--- config.mk ---
export PLATFORM = sky130hd
export DESIGN_NAME = uart_tx_flat
export DESIGN_NICKNAME = d
export VERILOG_FILES = /design/src/rtl/uart_tx_if.sv /design/src/rtl/uart_tx.sv /design/src/flat_wrapper.sv
export SDC_FILE = /design/constraint.sdc
export NUM_CORES = 1
export LEC_CHECK = 0
export BUFFER_PORTS_ARGS = -buffer_cell sky130_fd_sc_hd__buf_2
export CORE_MARGIN = 2
export CORE_UTILIZATION = 58
export CTS_CLUSTER_SIZE = 16
export DETAILED_ROUTE_END_ITERATION = 7
export HOLD_SLACK_MARGIN = 0.02
export PLACE_DENSITY = 0.83
export SLEW_MARGIN = 20
export SYNTH_ARGS = -nofsm -noshare
export SYNTH_HDL_FRONTEND = slang
export SYNTH_SLANG_ARGS = --single-unit
--- constraint.sdc ---
create_clock -name clk -period 3 [get_ports clk]
set_clock_uncertainty 0.15 [all_clocks]
set_input_delay 0.15 -clock clk [delete_from_list [all_inputs] [get_ports clk]]
set_output_delay 0.15 -clock clk [all_outputs]
set_load 0.02 [all_outputs]
--- src/rtl/uart_tx_if.sv ---
// Byte handshake between a producer and the UART transmitter.
// A transfer happens on any rising edge where tx_valid and tx_ready are both high.
`timescale 1ns/1ps
interface uart_tx_if;
    logic [7:0] tx_data;
    logic       tx_valid;
    logic       tx_ready;

    modport master (output tx_data, output tx_valid, input tx_ready);
    modport slave  (input tx_data, input tx_valid, output tx_ready);
endinterface

--- src/rtl/uart_tx.sv ---
// UART transmitter: start, 8 data bits LSB first, even parity, stop; bit period from baudrate.
// Define UART_TX_FIFO_EN to put a FIFO_DEPTH-entry FIFO in front of the FSM.
`timescale 1ns/1ps
// state  | meaning
// IDLE   | line high, waiting for a byte (handshake or FIFO head)
// START  | line low for one bit period
// DATA   | shifting out bit0..bit7, one bit period each
// PARITY | even parity bit for one bit period
// STOP   | line high for one bit period, then back to IDLE
module uart_tx #(
    parameter int FIFO_DEPTH = 4
) (
    input  logic        clk,
    input  logic        rst,
    input  logic [15:0] baudrate,
    uart_tx_if.slave    tx,
    output logic        dataline,
    output logic        busy
);
    localparam logic [2:0] S_IDLE   = 3'd0;
    localparam logic [2:0] S_START  = 3'd1;
    localparam logic [2:0] S_DATA   = 3'd2;
    localparam logic [2:0] S_PARITY = 3'd3;
    localparam logic [2:0] S_STOP   = 3'd4;

    if (FIFO_DEPTH < 2 || (FIFO_DEPTH & (FIFO_DEPTH - 1)) != 0) begin : g_bad_depth
        $error("uart_tx: FIFO_DEPTH must be a power of two >= 2");
    end

    logic [2:0]  state;
    logic [15:0] bp;
    logic [15:0] cnt;
    logic [7:0]  shreg;
    logic        parity;
    logic [2:0]  bidx;
    logic        bit_end;
    logic        start_frame;
    logic [7:0]  start_byte;

    assign bit_end = (cnt == bp - 16'd1);

`ifdef UART_TX_FIFO_EN
    localparam int AW = $clog2(FIFO_DEPTH);

    logic [7:0]  mem [FIFO_DEPTH];
    logic [AW-1:0] wr_ptr;
    logic [AW-1:0] rd_ptr;
    logic [AW:0]   count;
    logic          full;
    logic          empty;
    logic          push;
    logic          pop;

    assign full        = (count == (AW+1)'(FIFO_DEPTH));
    assign empty       = (count == '0);
    assign tx.tx_ready = !full && !rst;
    assign push        = tx.tx_valid && tx.tx_ready;
    assign pop         = (state == S_IDLE) && !empty;
    assign start_frame = pop;
    assign start_byte  = mem[rd_ptr];

    always_ff @(posedge clk) begin
        if (push) begin
            mem[wr_ptr] <= tx.tx_data;
        end
    end

    // Power-of-two depth lets the pointers wrap naturally.
    always_ff @(posedge clk) begin
        if (rst) begin
            wr_ptr <= '0;
            rd_ptr <= '0;
            count  <= '0;
        end else begin
            if (push) wr_ptr <= wr_ptr + 1'b1;
            if (pop)  rd_ptr <= rd_ptr + 1'b1;
            case ({push, pop})
                2'b10:   count <= count + 1'b1;
                2'b01:   count <= count - 1'b1;
                default: count <= count;
            endcase
        end
    end
`else
    assign tx.tx_ready = (state == S_IDLE) && !rst;
    assign start_frame = tx.tx_valid && tx.tx_ready;
    assign start_byte  = tx.tx_data;
`endif

    // dataline is registered from the next state, so the line changes on the same edge as the state.
    always_ff @(posedge clk) begin
        if (rst) begin
            state    <= S_IDLE;
            dataline <= 1'b1;
            busy     <= 1'b0;
            cnt      <= '0;
            bp       <= 16'd1;
            bidx     <= '0;
            shreg    <= '0;
            parity   <= 1'b0;
        end else begin
            case (state)
                S_IDLE: begin
                    dataline <= 1'b1;
                    cnt      <= '0;
                    if (start_frame) begin
                        shreg    <= start_byte;
                        parity   <= ^start_byte;
                        bp       <= (baudrate < 16'd2) ? 16'd1 : baudrate;
                        bidx     <= '0;
                        busy     <= 1'b1;
                        dataline <= 1'b0;
                        state    <= S_START;
                    end
                end
                S_START: begin
                    if (bit_end) begin
                        cnt      <= '0;
                        dataline <= shreg[0];
                        state    <= S_DATA;
                    end else begin
                        cnt <= cnt + 16'd1;
                    end
                end
                S_DATA: begin
                    if (bit_end) begin
                        cnt <= '0;
                        if (bidx == 3'd7) begin
                            dataline <= parity;
                            state    <= S_PARITY;
                        end else begin
                            bidx     <= bidx + 3'd1;
                            shreg    <= {1'b0, shreg[7:1]};
                            dataline <= shreg[1];
                        end
                    end else begin
                        cnt <= cnt + 16'd1;
                    end
                end
                S_PARITY: begin
                    if (bit_end) begin
                        cnt      <= '0;
                        dataline <= 1'b1;
                        state    <= S_STOP;
                    end else begin
                        cnt <= cnt + 16'd1;
                    end
                end
                S_STOP: begin
                    if (bit_end) begin
                        cnt      <= '0;
                        busy     <= 1'b0;
                        dataline <= 1'b1;
                        state    <= S_IDLE;
                    end else begin
                        cnt <= cnt + 16'd1;
                    end
                end
                default: begin
                    state    <= S_IDLE;
                    dataline <= 1'b1;
                    busy     <= 1'b0;
                    cnt      <= '0;
                end
            endcase
        end
    end
endmodule

--- src/flat_wrapper.sv ---
// flat-port wrapper written by rule: the top's interface ports become plain ports
module uart_tx_flat 
#(
    parameter int FIFO_DEPTH = 4
)
  (clk, rst, baudrate, dataline, busy, tx_tx_data, tx_tx_valid, tx_tx_ready);
  uart_tx_if tx_i ();
  input  logic clk;
  input  logic rst;
  input  logic [15:0] baudrate;
  output logic dataline;
  output logic busy;
  input wire logic [$bits(tx_i.tx_data)-1:0] tx_tx_data;
  input wire logic [$bits(tx_i.tx_valid)-1:0] tx_tx_valid;
  output wire logic [$bits(tx_i.tx_ready)-1:0] tx_tx_ready;
  assign tx_i.tx_data = tx_tx_data;
  assign tx_i.tx_valid = tx_tx_valid;
  assign tx_tx_ready = tx_i.tx_ready;
  uart_tx #(.FIFO_DEPTH(FIFO_DEPTH)) u_core (.clk(clk), .rst(rst), .baudrate(baudrate), .tx(tx_i), .dataline(dataline), .busy(busy));
endmodule
==> results of run 1 <==
[sequential cells by signal, summed over array words and instances (netlist names)]
name and cells:
u_core.parity 1, u_core.bidx 3, u_core.busy 1, u_core.bp 16
u_core.state 3, u_core.shreg 8, u_core.cnt 16, u_core.dataline 1
[cells by family after synthesis]
kind of cell / Yosys count / share of synthesized area, %
AO/OA/AOI/OAI: 60 / 17.1
multiplexers: 6 / 2.21
AND/OR/NAND/NOR: 137 / 24.9
flip-flops: 49 / 36.0
adder cells (fa/ha/maj): 4 / 1.84
XOR/XNOR: 39 / 12.6
buffers and inverters: 31 / 5.29
[worst max-delay path, cell delays in order, from the launching register on]
cell,delay [ns]
dfxtp_1,0.40
inv_1,0.09
ha_1,0.32
xnor2_1,0.14
a211oi_1,0.25
o311ai_0,0.24
a2111oi_2,0.42
and4_2,0.39
o21a_4,0.23
o221a_1,0.20
[area by class of cell]
type	instances	area (sq um)	area share [%]
Sequential cell	49	981	31.4
Timing Repair Buffer	49	338	10.8
Tap cell	52	65.1	2.08
Multi-Input combinational cell	246	1610	51.5
Inverter	12	45.0	1.44
Clock buffer	7	86.3	2.76
[per-stage QoR]
| stage | area, sq um | total power, mW | hold WS (ns) | std cells | utilization, % |
|---|---|---|---|---|---|
| finish | 3120 | 1.40 | 0.0469 | 415 | 70.3 |
| global route | 3120 | 1.45 | 0.0620 | 415 | 70.3 |
| CTS | 3110 | 1.39 | 0.0278 | 415 | 70.0 |
| detailed placement | 2860 | 0.990 | 0.201 | 391 | 64.2 |
| global placement | 2860 | 0.980 | 0.199 | 391 | 64.2 |
| floorplan | 2720 | 0.925 | 0.0989 | 326 | - |
[how the worst min path moves through the flow]
stage / startpoint / to / slack, ns / cells past startpoint
after CTS: rst / u_core.bp[14] / 0.03 / 2
after global placement: baudrate[4] / u_core.bp[4] / 0.20 / 3
after detailed placement: baudrate[5] / u_core.bp[5] / 0.20 / 3
final: rst / u_core.bp[14] / 0.05 / 2
after global routing: rst / u_core.state[2] / 0.06 / 2
after floorplan: baudrate[10] / u_core.bp[10] / 0.1 / 2
[cells in the mapped netlist (3+ instances only)]
library cell | number | area, sq um
mux2i_1 | 6 | 60.1
buf_1 | 3 | 11.3
o31ai_1 | 3 | 22.5
nor2_1 | 27 | 101
nor3_1 | 7 | 35.0
xnor2_1 | 24 | 210
a211oi_1 | 3 | 22.5
o221a_1 | 7 | 78.8
nand2_1 | 44 | 165
inv_1 | 12 | 45.0
xor2_1 | 15 | 131
o21ai_0 | 9 | 45.0
and3_1 | 6 | 37.5
clkbuf_1 | 12 | 45.0
dfxtp_1 | 49 | 981
a21oi_1 | 11 | 55.1
nand4_1 | 6 | 37.5
and2_1 | 3 | 18.8
nor4_1 | 5 | 31.3
ha_1 | 4 | 50.1
nand3_1 | 21 | 105
[power by group]
| group | total (mW) | switching, mW | internal (mW) |
|---|---|---|---|
| registers | 0.722 | 0.0382 | 0.684 |
| clock network | 0.394 | 0.211 | 0.183 |
| logic | 0.283 | 0.152 | 0.131 |
| total | 1.40 | 0.401 | 0.999 |
[layer usage]
layer	global-route usage, %	wire length (um)	vias to the layer above
met4	9.26	129	0
met5	0	0	-
li1	-	-	1231
met1	36.4	3040	1197
met2	44.8	3230	88
met3	6.39	359	16
[timing repair]
item / 4_1_cts / 5_1_grt
setup buffers: 0 / 0
hold buffers: 17 / 0
hold endpoints to repair: 17 / 0
gates resized for setup: 0 / 3
setup endpoints to repair: 0 / 15
==> metrics.txt, run 1 <==
Critical Path End Type flop; antenna violations before repair 0; Final Wtd Congestion a little under 1; NumNets Final 394; Synth cell types between 50 and 60; htree depth 2; starting density of the core approximately 61%; dpl hpwl 4.52 mm; yosys warns 0; register bit total from synthesis slightly below 50; Port Buf Inserts 29; final wirelength 6.76 mm; grt total ovfl 0; Root Buffer clkbuf_8; die area roughly 5300 sq um; final setup violation count 0; Routed WL per cell around 16 um; max_slew headroom about 44%; drt first pass iters 5; RSZ-0062 raised after global routing false; Die W 72.5 um; routed vias ~2,500; PnR worst setup slack ~0.13 ns; Die Ht 72.5 um; Max Cap Viol 0; Worst Reg-to-Reg Cells 9; GRT Total Usage ~28%; CTS Buf Count 5; ant diodes 0; status completed; vias in the first global route roughly 2,400; Starting DRT DRC Count between 150 and 200; DRT antenna net count 0; worst path required time roughly 3.1 ns; crit path launch u_core.bp[0]; # IOs 30; Longest Clk Path Bufs 2; sequential area share after synthesis approximately 36%; end of the critical path u_core.shreg[0]; VDD IR-drop max ~0.00029 V; pwr dens between 400 and 500 nW/um^2; Synth Cell Area around 2700 sq um; worst hold path class in -> reg; fillers ~340; CTS tree built; Worst-path clk slew around 0.09 ns; EDFF count, synth 0; first-pass GRT wire length around 11 mm; setup TNS 0 ns; Crit Path Category reg -> reg; Data arrival, critical path 2.97 ns; floorplan row count 24; layout cells sized above 1 14.3%; syn avg cell area around 8.3 sq um; Worst Max-Slew Pin Slew ~0.84 ns; area of the core 4440 sq um; commonest non-fill, non-tap cells in the layout dfxtp_1, nand2_1, buf_2, nor2_1, xnor2_1; Most used DFF post-synth dfxtp_1; Net Count, Synth ~360; fmax between 300 and 400 MHz; largest net degree at the start of global routing 26; clock sinks between 40 and 50; Worst Path Max Fanout 10; Layout area overhead 14.8%; Clock Latency Late Sink 0.30 ns; Final Hold Fails 0; Leakage around 1.3 nW; ys async rst share 0%; commonest non-fill, non-tap cell in the layout dfxtp_1; Final Slew Violations 0; Reg-to-Reg End u_core.shreg[0]; DR vias/cell between 6 and 7; fin crit share between 90 and 100%; r2r setup slk roughly 0.13 ns; pre-CTS setup slack approximately 0.12 ns; Synth Instances roughly 330; post-route minimum period ~2.9 ns; FF-to-FF Start u_core.bp[0]; # DRC 0; CP Launch Type flop
(Power assumes the default switching activity.)
==> run 2: changes to the inputs <==
Settings changed: GPL_ROUTABILITY_DRIVEN set to 0.
Clock period 3 ns to 2.8 ns, I/O delays scaled along.
==> metrics.txt, run 2 (synthesis results as in run 1) <==
GRT Total Usage a little over a quarter; Leakage about 1.3 nW; DRT antenna net count 0; Final Slew Violations 0; Max Cap Viol 0; # IOs 30; Die W between 70 and 80 um; Multi-input gate area about 1600 sq um; ant diodes 0; Seq pwr share between 50% and 60%; clock sinks a little under 50; starting density of the core about three fifths; Root Buffer clkbuf_8; # DRC 0; PnR worst setup slack 0.139 ns; fin crit share between 90 and 100%; worst path required time roughly 2.9 ns; CP Launch Type flop; floorplan row count 24; Worst Max-Slew Pin Slew between 0.8 and 0.9 ns; Layout area overhead 17.1%; fmax around 380 MHz; Sw Ratio between 20% and 30%; Starting DRT DRC Count about 180; pwr dens about 470 nW/um^2; die area around 5300 sq um; Psw approximately 0.45 mW; worst hold path class in -> reg; final setup violation count 0; Die Ht around 73 um; post-route minimum period about 2.7 ns; antenna violations before repair 0; Register Area between 900 and 1000 sq um; dpl cells 398; routed vias about 2,500; Crit Path Category reg -> reg; clock group share of total power 27.5%; Routed WL per cell roughly 16 um; first-pass GRT wire length 11.0 mm; Worst Path Max Fanout 7; largest registers u_core.bp x16, u_core.cnt x16, u_core.shreg x8; status completed; pre-CTS setup slack around 0.00069 ns; CTS tree built; htree depth 2; Gate power share between 20% and 30%; fillers between 300 and 400; Port Buf Inserts 29; internal cell power 1.06 mW; Clock Latency Late Sink around 0.31 ns; vias in the first global route approximately 2,500; area of the core between 4000 and 5000 sq um; RSZ-0062 raised after global routing false; grt total ovfl 0; NumNets Final ~400; Data arrival, critical path roughly 2.7 ns; layout cells sized above 1 16.9%; final wirelength about 6.6 mm; VDD IR-drop max around 0.00041 V; Worst-path clk slew roughly 0.080 ns; drt first pass iters 6; commonest non-fill, non-tap cells in the layout dfxtp_1, nand2_1, buf_2, nor2_1, xnor2_1; commonest non-fill, non-tap cell in the layout dfxtp_1; max_slew headroom approximately 43%; Final Hold Fails 0; CTS Buf Count 5; Post-Layout Cell Count approximately 420; Longest Clk Path Bufs 2; setup TNS 0 ns; dpl hpwl 4.49 mm; largest net degree at the start of global routing 26; DR vias/cell about 6; Critical Path End Type flop
[run 2: changes by cell type in the layout (fill, tap and decap cells not counted), sizes merged]
| cell | delta |
|---|---|
| buf | +8 |
| clkinv | +2 |
| clkbuf | -2 |
| clkinvlp | +1 |
[run 2: worst paths after layout]
path	end	cells after the start	start	slack, ns
max	u_core.shreg[1]	7	u_core.bp[4]	0.14
min	u_core.state[2]	2	rst	0.03
max reg2reg	u_core.shreg[1]	7	u_core.bp[4]	0.14
min reg2reg	u_core.bidx[1]	2	u_core.bidx[1]	0.34
[run 2: stage by stage]
| step | total power [mW] | instance area (sq um) | hold slack (ns) | utilization [%] |
|---|---|---|---|---|
| global route | 1.58 | 3190 | 0.0206 | 71.7 |
| CTS | 1.50 | 3170 | 0.0276 | 71.2 |
| detailed placement | 1.08 | 2910 | 0.191 | 65.4 |
| finish | 1.51 | 3190 | 0.0266 | 71.7 |
| floorplan | 0.991 | 2720 | 0.0889 | - |
| global placement | 1.07 | 2910 | 0.189 | 65.4 |
[run 2: layer usage]
layer / GRT usage (%) / wire length [um] / vias up
met5: 0 / 0 / -
met4: 7.82 / 114 / 0
met3: 7.92 / 518 / 14
met2: 44.4 / 3080 / 112
met1: 33.6 / 2870 / 1180
li1: - / - / 1237
[run 2: area by class of cell]
type | count | area share [%]
clock buffer | 5 | 2.16
clock inverter | 3 | 0.550
inverter | 12 | 1.41
multi-input combinational | 246 | 50.5
sequential | 49 | 30.8
tap | 52 | 2.04
timing repair buffer | 57 | 12.5
[run 2: power groups by stage]
| stage | clock network, mW | logic, mW | registers [mW] |
|---|---|---|---|
| final | 0.416 | 0.326 | 0.768 |
| after global routing | 0.451 | 0.357 | 0.774 |
| after CTS | 0.421 | 0.313 | 0.767 |
| after detailed placement | 0 | 0.293 | 0.783 |
| after global placement | 0 | 0.285 | 0.780 |
| after floorplan | 0 | 0.215 | 0.776 |
[run 2: what timing repair did]
| action | CTS | global route |
|---|---|---|
| hold buffers | 17 | 0 |
| gates resized for setup | 1 | 5 |
| setup buffers | 0 | 1 |
| setup endpoints to repair | 3 | 32 |
| pin swaps | 0 | 3 |
| hold endpoints to repair | 17 | 0 |
[run 2: critical path, cell delays in order, from the launching register on]
cell      delay (ns)
dfxtp_1         0.38
or4_4           0.57
a21bo_1         0.19
a211o_1         0.27
a221oi_2        0.29
and4_4          0.32
nor2_1          0.13
o221a_1         0.24
==> run 3: changes to the inputs <==
Settings changed: RECOVER_POWER set to 50.
==> metrics.txt, run 3 (synthesis results as in run 1) <==
Max Cap Viol 0; CTS Buf Count 5; RSZ-0062 raised after global routing false; first-pass GRT wire length approximately 11 mm; worst path required time 2.85 ns; pwr dens 475 nW/um^2; Worst-path clk slew ~0.09 ns; htree depth 2; worst hold path class in -> reg; largest net degree at the start of global routing 26; Final Slew Violations 0; # IOs 30; antenna violations before repair 0; DR vias/cell 6.02; Routed WL per cell 15.6 um; routed vias approximately 2,600; fmax roughly 380 MHz; max_slew headroom 30.9%; drt first pass iters 5; DRT antenna net count 0; dpl hpwl roughly 4.5 mm; post-route minimum period 2.67 ns; Worst Max-Slew Pin Slew 1.04 ns; starting density of the core roughly three fifths; floorplan row count 24; commonest non-fill, non-tap cells in the layout dfxtp_1, nand2_1, nor2_1, buf_2, xnor2_1; NumNets Final 402; setup TNS 0 ns; Critical Path End Type flop; ant diodes 0; Longest Clk Path Bufs 2; fin crit share 95.2%; CP Launch Type flop; Final Hold Fails 0; grt total ovfl 0; CTS tree built; Layout area overhead 16.8%; Worst Path Max Fanout 7; commonest non-fill, non-tap cell in the layout dfxtp_1; Die Ht 72.5 um; final wirelength roughly 6.6 mm; final setup violation count 0; Starting DRT DRC Count 180; Port Buf Inserts 29; vias in the first global route approximately 2,500; # DRC 0; die area around 5300 sq um; fillers 319; Crit Path Category reg -> reg; Clock Latency Late Sink between 0.3 and 0.4 ns; Leakage roughly 1.3 nW; area of the core ~4400 sq um; Die W approximately 73 um; Post-Layout Cell Count 424; dpl cells ~400; GRT Total Usage a little over a quarter; status completed; VDD IR-drop max between 0.0004 and 0.0005 V; Data arrival, critical path 2.72 ns; clock sinks 49; largest registers u_core.bp x16, u_core.cnt x16, u_core.shreg x8; Root Buffer clkbuf_8; layout cells sized above 1 between 10% and 20%
[run 3: changes by cell type in the layout (fill, tap and decap cells not counted)]
cell      before  now
clkbuf_1       0    4
buf_2         29   26
and2_0         0    1
and2_1         3    2
buf_4         11   10
[run 3: final cells by class]
class / count / area [sq um] / share of cell area, %
multi-input cells: 246 / 1610 / 50.6
flip-flops and latches: 49 / 982 / 30.9
repair buffers: 57 / 390 / 12.3
clock buffers: 5 / 68.8 / 2.17
well taps: 52 / 65.1 / 2.05
inverters: 12 / 45.0 / 1.42
clock inverters: 3 / 17.5 / 0.551
[run 3: metrics by stage]
step,setup WS (ns),hold slack (ns),power [mW],instance area [sq um],utilization [%]
floorplan,0.208,0.0889,0.991,2720,-
global placement,0.105,0.189,1.07,2910,65.4
detailed placement,0.000693,0.191,1.08,2910,65.4
CTS,0.0402,0.0276,1.50,3170,71.2
global route,0.00105,0.0206,1.58,3180,71.5
finish,0.134,0.0270,1.51,3180,71.5
[run 3: timing repair]
action                                  4_1_cts  5_1_grt
buffers inserted                              0        1
pin swaps                                     0        3
endpoints found under the setup margin        3       32
hold buffers                                 17        0
hold endpoints to repair                     17        0
gates resized for setup                       1        5
[run 3: per-layer routing]
metal,vias to the layer above,global-route usage [%],share of wire [%]
met5,-,0,0
met4,0,7.82,1.6
met3,12,7.92,8.4
met2,125,44.4,47
met1,1178,33.6,43
li1,1236,-,-
[run 3: final timing paths]
check | startpoint | end | slack (ns) | depth (start not counted)
setup / recovery | u_core.bp[4] | u_core.shreg[1] | 0.13 | 7
hold / removal | rst | u_core.state[2] | 0.03 | 2
setup reg to reg | u_core.bp[4] | u_core.shreg[1] | 0.13 | 7
hold reg to reg | u_core.bidx[1] | u_core.bidx[1] | 0.34 | 2
[run 3: report_power, final]
group	switching [mW]	internal, mW	leakage (nW)
logic	0.171	0.153	0.873
clock network	0.243	0.173	0.0439
registers	0.0348	0.734	0.400
total	0.449	1.06	1.32
[run 3: worst max-delay path: stages (launching register included)]
cell and delay [ns]:
dfxtp_1 0.38, or4_4 0.57, a21bo_1 0.19, a211o_1 0.27, a221oi_2 0.29, and4_4 0.32
nor2_1 0.13, o221a_1 0.25
